`config.mk`:
```
export PLATFORM = sky130hd
export DESIGN_NAME = div_iterative
export DESIGN_NICKNAME = d
export VERILOG_FILES = /design/src/rtl/div_iterative.sv
export SDC_FILE = /design/constraint.sdc
export NUM_CORES = 1
export LEC_CHECK = 0
export CORE_ASPECT_RATIO = 1.2
export CORE_MARGIN = 5
export CORE_UTILIZATION = 45
export DETAILED_ROUTE_END_ITERATION = 16
export PLACE_DENSITY = 0.68
export SLEW_MARGIN = 40
export SYNTH_ARGS = -nofsm -noshare
export SYNTH_HDL_FRONTEND = slang
export SYNTH_SLANG_ARGS = --single-unit
```
`constraint.sdc`:
```
create_clock -name clk -period 7.45 [get_ports clk]
set_input_delay 1.49 -clock clk [delete_from_list [all_inputs] [get_ports clk]]
set_output_delay 1.49 -clock clk [all_outputs]
set_load 0.03 [all_outputs]
```
`src/rtl/div_iterative.sv`:
```
// div_iterative: restoring radix-2 unsigned divider, one quotient bit per clock.
// Hi = remainder, Lo = quotient; results update only on completion.
module div_iterative #(
    parameter int WIDTH = 32
) (
    input  logic             clk,
    input  logic             reset_n,
    input  logic             validIn,
    input  logic [WIDTH-1:0] SrcA,
    input  logic [WIDTH-1:0] SrcB,
    output logic             validOut,
    output logic [WIDTH-1:0] Hi,
    output logic [WIDTH-1:0] Lo
);
    localparam int CW = $clog2(WIDTH + 1);
    typedef enum logic [1:0] {IDLE, BUSY, DONE} state_t;
    state_t           state_q, state_d;
    logic [CW-1:0]    cnt_q, cnt_d;
    logic [WIDTH-1:0] rem_q, rem_d, quo_q, quo_d, div_q, div_d, hi_q, hi_d, lo_q, lo_d;
    logic             valid_q, valid_d;
    logic [WIDTH:0]   rem_s, trial;
    logic             ge;
    always_comb begin
        rem_s   = {rem_q, quo_q[WIDTH-1]};
        trial   = rem_s - {1'b0, div_q};
        // Remainder stays below 2*divisor, so the borrow bit alone decides t >= 0.
        ge      = ~trial[WIDTH];
        state_d = state_q;
        cnt_d   = cnt_q;
        rem_d   = rem_q;
        quo_d   = quo_q;
        div_d   = div_q;
        hi_d    = hi_q;
        lo_d    = lo_q;
        valid_d = valid_q;
        if (state_q == BUSY) begin
            rem_d = ge ? trial[WIDTH-1:0] : rem_s[WIDTH-1:0];
            quo_d = {quo_q[WIDTH-2:0], ge};
            cnt_d = cnt_q - CW'(1);
            if (cnt_q == CW'(1)) begin
                hi_d    = rem_d;
                lo_d    = quo_d;
                valid_d = 1'b1;
                state_d = DONE;
            end
        end else if (validIn) begin
            rem_d   = '0;
            quo_d   = SrcA;
            div_d   = SrcB;
            cnt_d   = CW'(WIDTH);
            valid_d = 1'b0;
            state_d = BUSY;
        end
    end
    always_ff @(posedge clk or negedge reset_n) begin
        if (!reset_n) begin
            state_q <= IDLE;
            cnt_q   <= '0;
            rem_q   <= '0;
            quo_q   <= '0;
            div_q   <= '0;
            hi_q    <= '0;
            lo_q    <= '0;
            valid_q <= 1'b0;
        end else begin
            state_q <= state_d;
            cnt_q   <= cnt_d;
            rem_q   <= rem_d;
            quo_q   <= quo_d;
            div_q   <= div_d;
            hi_q    <= hi_d;
            lo_q    <= lo_d;
            valid_q <= valid_d;
        end
    end
    assign validOut = valid_q;
    assign Hi       = hi_q;
    assign Lo       = lo_q;
endmodule

```
# Word level (Yosys, flattened, before mapping)
# Index checks and enable logic that the tools add are counted.
[op_classes] add_sub_neg=2 reduce_logical=4 div_mod_pow=0 mux=13 multipliers=0 order_cmp=0 n_shift=0 bitwise_logic=2 eq_ne=3
[ops] cell="$mux 32" n=5
[ops] cell="$sub 33x32->33" n=1
[ops] cell="$mux 6" n=2
[ops] cell="$eq 6x1->1 const B" n=1
[ops] cell="$mux 2" n=3
[ops] cell="$reduce_and 2->1" n=3
[ops] cell="$sub 6x1->6 const B" n=1
[ops] cell="$mux 1" n=3
[ops] cell="$eq 2x1->1 const B" n=1
[ops] cell="$ne 2x1->1 const B" n=1
[ops] cell="$not 1->1" n=2
[ops] cell="$reduce_bool 2->1" n=1
[totals] ram_bits=0 reg_bits=169 inputBits=67 memories=0 elab_cells=32 output_inout_bits=65 mem_bits_ro=0 latch_bits=0

# Logic depth before layout (Yosys ltp)
# Gate-level depths: netlist (run 1).
[logic_depth] depth_word=3 mapped_depth=14 mapped_depth_nobuf=12

# Worst setup path after synthesis (run 1)
# No wires, ideal clock.
[synth_path] path_kind="register to register" from="reg quo_q[31]" to="reg hi_q[31] (netlist: Hi[31])" required_time_ps=7368 arrival_ps=2923 slack_ps=4445 path_stages_with_launch=14 synth_period_minus_slack_ps=3005 cell_sequence="dfrtp_1 > inv_1 > ha_1 > inv_1 > fa_1 > a211oi_1 > o21ai_1 > o2111ai_1 > a211oi_1 > o31a_1 > and2_4 > buf_6 > or3_1 > a31oi_1"
[synth_between] elab_chain_cells=2
[synth_rtl] item="from (decl)" line_no="19" rtl="logic [WIDTH-1:0] rem_q, rem_d, quo_q, quo_d, div_q, div_d, hi_q, hi_d, lo_q, lo_d;"
[synth_rtl] item="from (signal assigned)" line_no="69" rtl="quo_q <= quo_d;"
[synth_rtl] item="$sub 33x32->33" line_no="25" rtl="trial = rem_s - {1'b0, div_q};"
[synth_rtl] item="$mux 32" line_no="37" rtl="rem_d = ge ? trial[WIDTH-1:0] : rem_s[WIDTH-1:0];"
[synth_rtl] item="to (signal assigned)" line_no="71" rtl="hi_q <= hi_d;"
[synth_rtl] item="to (decl)" line_no="19"
# Every way passes these cells.
# A chain may end at the register's enable or synchronous reset.

# Final worst setup path (run 1)
[layout_path] from="reg quo_q[31]" to="reg hi_q[11] (netlist: Hi[11])"
# The elaborated chain is that of the path after synthesis.

==> results.ini, run 1 <==
[outcome]
status=completed

[grt]
grt_pass1_wl_mm=35.6
antenna_found_initial=0
track_usage_pct=19.1
global_route.usage.met2_pct=34.5
met3_usage_pct=3.79
grt_most_used_layer=met2
grt_util_met1_pct=23.8
grt_overflow_total=0
first_global_vias=7160
grt_start_max_net_pins=90

[worst_setup_path]
cp-end-kind=flop
start_kind=flop
worst_ep_arrival_time_ns=4.15
critical_path_class=reg -> reg
worst-path-max-fanout=13
cpPeakStageDelay_ns=0.58
crit_required_ns=7.75
cp_slowest_cell=nand2_1
cp_cell_sequence=inv_1 -> ha_1 -> inv_1 -> fa_1 -> a211oi_1 -> o21ai_1 -> o2111ai_1 -> a211oi_1 -> o31a_1 -> nand2_1 -> buf_4 -> mux2i_1 -> o21ai_0

[cells_and_area]
regArea_mm2=0.00420
drive_gt1_share_pct=8.12
layout_common_cells=nand2_1 (195), dfrtp_1 (168), clkdlybuf4s50_1 (129)
n_antenna_cell=0
nFillCells=1758
fin_util_pct=56.7
area_growth_pct=24.3
multiInputGateArea_mm2=0.00434
final_net_count=1161
fin_cells=1333
final_common_cell=nand2_1

[synth]
synth_ff_type=dfrtp_1
syn_nets=1054
yosysUniqueCellTypes=59
async_flop_share_pct=100
synth.cell_area_mm2=0.00891
synth-seq-cells=168
ys_warn_count=0
netlist_instances=952
synth_edf_count=0
yosysSeqAreaShare_pct=47.2
postSynthAreaPerCell_um2=9.36

[job]
max_cap_violations=0

[clocking]
cts.sink_count=168
numCtsBuffers=17
cts_tree=done
cts_resized=0
clkLatencyLatePin_ns=0.43
clk_pin_slew_ns=0.07
cts_hold_buf=0
htreeDepth=4
cts_buffer_depth=2
cts_root_buf=clkbuf_16
postCtsSetupBuffers=0

[detailed_routing]
routedWlPerCell_um=16.0
viasPerCell=5.31
routed_wl_mm=21.4
post-route-drc-count=0
first_pass_iters=6
vias=7082
ant_nets=0
drtIter0Drc=292

[floorplanning]
die_area_mm2=0.0227
die_h_um=164
num_io_pins=132
dieWidth_um=138
row_count=56
start_util_pct=45.6
core_mm2=0.0195

[placement]
place.gp.congestion=0.898
place_inst=1300
port_buffers=131
post-dp-hpwl_mm=15.2

[pwr]
swShare_pct=45.2
power_frac_comb_pct=58.8
switching_power_uw=2820
p_leak_uw=0.00517
power.density_mw_per_mm2=564
pwr-share-clk_pct=15.4
p_int_uw=3420
power_frac_seq_pct=25.8
ir_drop_v=0.000221

[timing]
tightest_slew_ns=0.739
setup_viol=0
drv_slew=0
rsz0062_at_grt=no
max_clock_freq_mhz=259
fin_worst_skew_ns=0.0105
finalCritPeriodShare_pct=51.7
hold_violations=0
slew-limit-headroom_pct=50.6
fin_setup_tns_ns=0
min_period_ns=3.86

[hold_path]
hold_class=reg -> reg

==> sequential cells by signal (all words and copies together), names as in the netlist <==
name / count
div_q: 32
Hi: 32
Lo: 32
validOut: 1
quo_q: 32
state_q: 1
rem_q: 32
cnt_q: 6
==> power by group through the flow <==
stage,combinational (µW),clock (µW),sequential (µW)
3_5_place_dp,3670,0,1620
6_report,3670,962,1610
4_1_cts,3690,984,1610
2_1_floorplan,2550,0,1780
5_1_grt,4080,1020,1670
3_3_place_gp,3590,0,1620
==> cell usage after synthesis, types with 2 or more instances <==
master | n | area, µm²
a2111oi_0 | 2 | 17.5
a211o_1 | 3 | 26.3
a211oi_1 | 6 | 45.0
a21boi_0 | 2 | 15.0
a21o_1 | 15 | 113
a21oi_1 | 41 | 205
a31oi_1 | 6 | 37.5
and2_1 | 4 | 25.0
and3_1 | 5 | 31.3
buf_1 | 4 | 15.0
buf_2 | 2 | 10.0
buf_4 | 2 | 15.0
buf_6 | 2 | 22.5
clkbuf_1 | 42 | 158
dfrtp_1 | 168 | 4200
ha_1 | 34 | 425
inv_1 | 44 | 165
mux2_2 | 35 | 394
mux2i_1 | 54 | 541
nand2_1 | 195 | 732
nand2b_1 | 7 | 43.8
nand3_1 | 57 | 285
nand3b_1 | 2 | 15.0
nand4_1 | 3 | 18.8
nor2_1 | 25 | 93.8
nor2b_1 | 4 | 25.0
nor3_1 | 7 | 35.0
nor3b_1 | 2 | 15.0
o2111ai_1 | 4 | 35.0
o211ai_1 | 14 | 105
o21a_1 | 4 | 30.0
o21ai_0 | 97 | 485
o21ai_1 | 2 | 10.0
o21bai_1 | 4 | 30.0
o31ai_1 | 3 | 22.5
or3_1 | 5 | 31.3
xnor2_1 | 16 | 140
xor2_1 | 9 | 78.8
==> worst paths after layout <==
path	end	slack, ns	depth (start not counted)	from
max	Hi[11]$_DFFE_PN0P_	3.59	13	quo_q[31]$_DFFE_PN0P_
min	Lo[22]$_DFFE_PN0P_	0.47	2	Lo[22]$_DFFE_PN0P_
max reg2reg	Hi[11]$_DFFE_PN0P_	3.59	13	quo_q[31]$_DFFE_PN0P_
min reg2reg	Lo[22]$_DFFE_PN0P_	0.47	2	Lo[22]$_DFFE_PN0P_
max in group asynchronous	Hi[19]$_DFFE_PN0P_	5.31	3	reset_n
min in group asynchronous	quo_q[23]$_DFFE_PN0P_	1.08	1	reset_n
==> critical path: cells and delay by family (launching register included) <==
family | cells | cell delay, ns
adder cells (fa/ha/maj) | 2 | 0.58
AND/OR/NAND/NOR | 1 | 0.58
flip-flops | 1 | 0.38
buffers and inverters | 3 | 0.51
multiplexers | 1 | 0.28
AO/OA/AOI/OAI | 6 | 1.40
==> cells by family (layout without fill, tap and decap cells) <==
group	Yosys count	in the layout	share of synthesized area (%)
fa+ha+maj	35	35	5.00
compound gates	216	216	14.7
simple gates	323	323	15.9
flops	168	168	47.2
xor+xnor	25	25	2.46
mux	89	89	10.5
buf+inv	96	216	4.32
==> per-stage QoR <==
step	setup WS (ns)	total power [µW]	hold slack (ns)	area [µm²]
after floorplan	4.45	4330	0.451	8910
after global placement	3.78	5200	0.457	10400
after detailed placement	3.61	5290	0.461	10400
after CTS	3.59	6280	0.479	11000
after global routing	3.34	6770	0.489	11100
final	3.59	6240	0.472	11100
==> cell type report <==
cell class                      instances  share of cell area (%)
Multi-Input combinational cell        688                    39.2
Clock buffer                           19                    4.09
Sequential cell                       168                    37.9
Tap cell                              261                    2.95
Clock inverter                         13                    1.73
Inverter                               44                    1.49
Timing Repair Buffer                  140                    12.6
==> layer usage <==
layer	wire, µm	up-vias
met4	151	0
met3	977	13
li1	-	3508
met5	0	-
met1	9370	3397
met2	10900	164
Note: power is estimated with default switching activity, not from simulation.
==> inputs of run 2 (changes only) <==
clock period = 4 ns   (was 7.45 ns; I/O delays follow)
==> results.ini, run 2 (synthesis gave the netlist of run 1 again) <==
[timing]
drv_slew=0  ; unchanged
tightest_slew_ns=0.679  ; was 0.739 ns
setup_viol=0  ; unchanged
fin_ws_ns=0.443  ; was 3.59 ns
rsz0062_at_grt=no  ; unchanged
fin_setup_tns_ns=0  ; unchanged
hold_violations=0  ; unchanged
min_period_ns=3.56  ; was 3.86 ns
finalCritPeriodShare_pct=88.9  ; was 51.7%
fin_worst_skew_ns=0.0112  ; was 0.0105 ns
max_clock_freq_mhz=281  ; was 259 MHz
slew-limit-headroom_pct=54.8  ; was 50.6%

[cells_and_area]
n_antenna_cell=0  ; unchanged
layout_common_cells=nand2_1 (195), dfrtp_1 (168), clkdlybuf4s50_1 (129)  ; unchanged
final_common_cell=nand2_1  ; unchanged
area_growth_pct=24.2  ; was 24.3%
drive_gt1_share_pct=8.19  ; was 8.12%
final_net_count=1164  ; was 1161

[clocking]
postCtsSetupBuffers=0  ; unchanged
cts_root_buf=clkbuf_16  ; unchanged
cts.sink_count=168  ; unchanged
cts_buffer_depth=2  ; unchanged
clkLatencyLatePin_ns=0.43  ; about the same
cts_hold_buf=0  ; unchanged
cts_resized=0  ; unchanged
clk_pin_slew_ns=0.07  ; about the same
numCtsBuffers=17  ; unchanged
cts_tree=done  ; unchanged
htreeDepth=4  ; unchanged

[detailed_routing]
first_pass_iters=5  ; was 6
drtIter0Drc=329  ; was 292
post-route-drc-count=0  ; unchanged
routedWlPerCell_um=16.1  ; was 16.0 µm
vias=7117  ; was 7082
viasPerCell=5.33  ; was 5.31
routed_wl_mm=21.5  ; was 21.4 mm
ant_nets=0  ; unchanged

[floorplanning]
die_h_um=164  ; unchanged
die_area_mm2=0.0227  ; unchanged
row_count=56  ; unchanged
core_mm2=0.0195  ; unchanged
num_io_pins=132  ; unchanged
start_util_pct=45.6  ; unchanged
dieWidth_um=138  ; unchanged

[worst_setup_path]
worst_ep_arrival_time_ns=3.84  ; was 4.15 ns
start_kind=flop  ; unchanged
r2r_start=quo_q[31]$_DFFE_PN0P_  ; unchanged
crit_required_ns=4.29  ; was 7.75 ns
cp-startpoint=quo_q[31]$_DFFE_PN0P_  ; unchanged
worst-path-max-fanout=9  ; was 13
cp-end-kind=flop  ; unchanged
cp_slowest_cell=fa_1  ; was nand2_1
cp_cell_sequence=inv_1 -> ha_1 -> inv_1 -> fa_1 -> a211oi_1 -> o21ai_1 -> o2111ai_1 -> a211oi_1 -> o31a_1 -> nand2_1 -> buf_4 -> mux2i_1 -> o21ai_0  ; unchanged
critical_path_class=reg -> reg  ; unchanged
cpPeakStageDelay_ns=0.42  ; was 0.58 ns

[pwr]
p_leak_uw=0.00516  ; was 0.00517 µW
power.density_mw_per_mm2=1050  ; was 564 mW/mm²
ir_drop_v=0.000486  ; was 0.000221 V

[grt]
antenna_found_initial=0  ; unchanged
grt_start_max_net_pins=97  ; was 90
grt_overflow_total=0  ; unchanged
first_global_vias=7309  ; was 7160
track_usage_pct=19.5  ; was 19.1%
grt_pass1_wl_mm=36.2  ; was 35.6 mm

[placement]
place.gp.congestion=0.914  ; was 0.898
post-dp-hpwl_mm=15.5  ; was 15.2 mm
port_buffers=131  ; unchanged
preCtsSetupSlack_ns=0.448  ; was 3.61 ns

[hold_path]
hold_class=in -> async  ; was reg -> reg

[job]
max_cap_violations=0  ; unchanged

[outcome]
status=completed  ; unchanged

run 2: cell count changes in the layout (fill, tap and decap cells not counted), moves of 2 or more:
cell | before | now
clkinv_2 | 3 | 0
buf_12 | 0 | 2
clkbuf_8 | 3 | 0
inv_6 | 1 | 6
clkinvlp_4 | 1 | 3
buf_4 | 7 | 10
run 2: layer usage:
layer  GRT usage, %  vias to the layer above  part of all wire, %
met1           24.0                     3385                   44
met2           34.5                      173                   49
li1               -                     3527                    -
met5              0                        -                    0
met3           3.47                       32                  4.1
met4           6.83                        0                  2.2
run 2: layout make-up:
cell class                      instances  area (µm²)
Multi-Input combinational cell        688        4340
Sequential cell                       168        4200
Timing Repair Buffer                  143        1420
Tap cell                              261         327
Clock inverter                         14         185
Fill cell                            1785        8480
Clock buffer                           18         429
Inverter                               44         165
run 2: metrics by stage:
step / hold slack, ns / std cells / power [µW] / utilization (%) / area (µm²)
floorplan: 0.451 / 952 / 8070 / - / 8910
global placement: 0.457 / 1304 / 9710 / 53.5 / 10500
detailed placement: 0.461 / 1304 / 9860 / 53.5 / 10500
CTS: 0.395 / 1336 / 11700 / 56.6 / 11100
global route: 0.429 / 1336 / 12500 / 56.6 / 11100
finish: 0.367 / 1336 / 11600 / 56.6 / 11100
run 2: critical path: cells and delay by family, from the launching register on:
family          cells  cell delay (ns)
simple gates        1             0.31
mux                 1             0.27
compound gates      6             1.42
flops               1             0.38
buf+inv             3             0.41
fa+ha+maj           2             0.59
run 2: path summary, 6_finish.rpt:
check | slack [ns] | to | cells past startpoint
setup / recovery | 0.44 | Hi[15]$_DFFE_PN0P_ | 13
setup reg to reg | 0.44 | Hi[15]$_DFFE_PN0P_ | 13
max in group asynchronous | 2.71 | rem_q[19]$_DFFE_PN0P_ | 2
min in group clk | 0.47 | Lo[8]$_DFFE_PN0P_ | 2
hold / removal | 0.37 | quo_q[24]$_DFFE_PN0P_ | 1
hold reg to reg | 0.47 | Lo[8]$_DFFE_PN0P_ | 2
run 2: power breakdown:
group | leakage (µW) | switching, µW | internal (µW)
Sequential | 0.00202 | 510 | 2500
Clock | 0.000291 | 728 | 1000
Combinational | 0.00285 | 4050 | 2810
Total | 0.00516 | 5280 | 6310
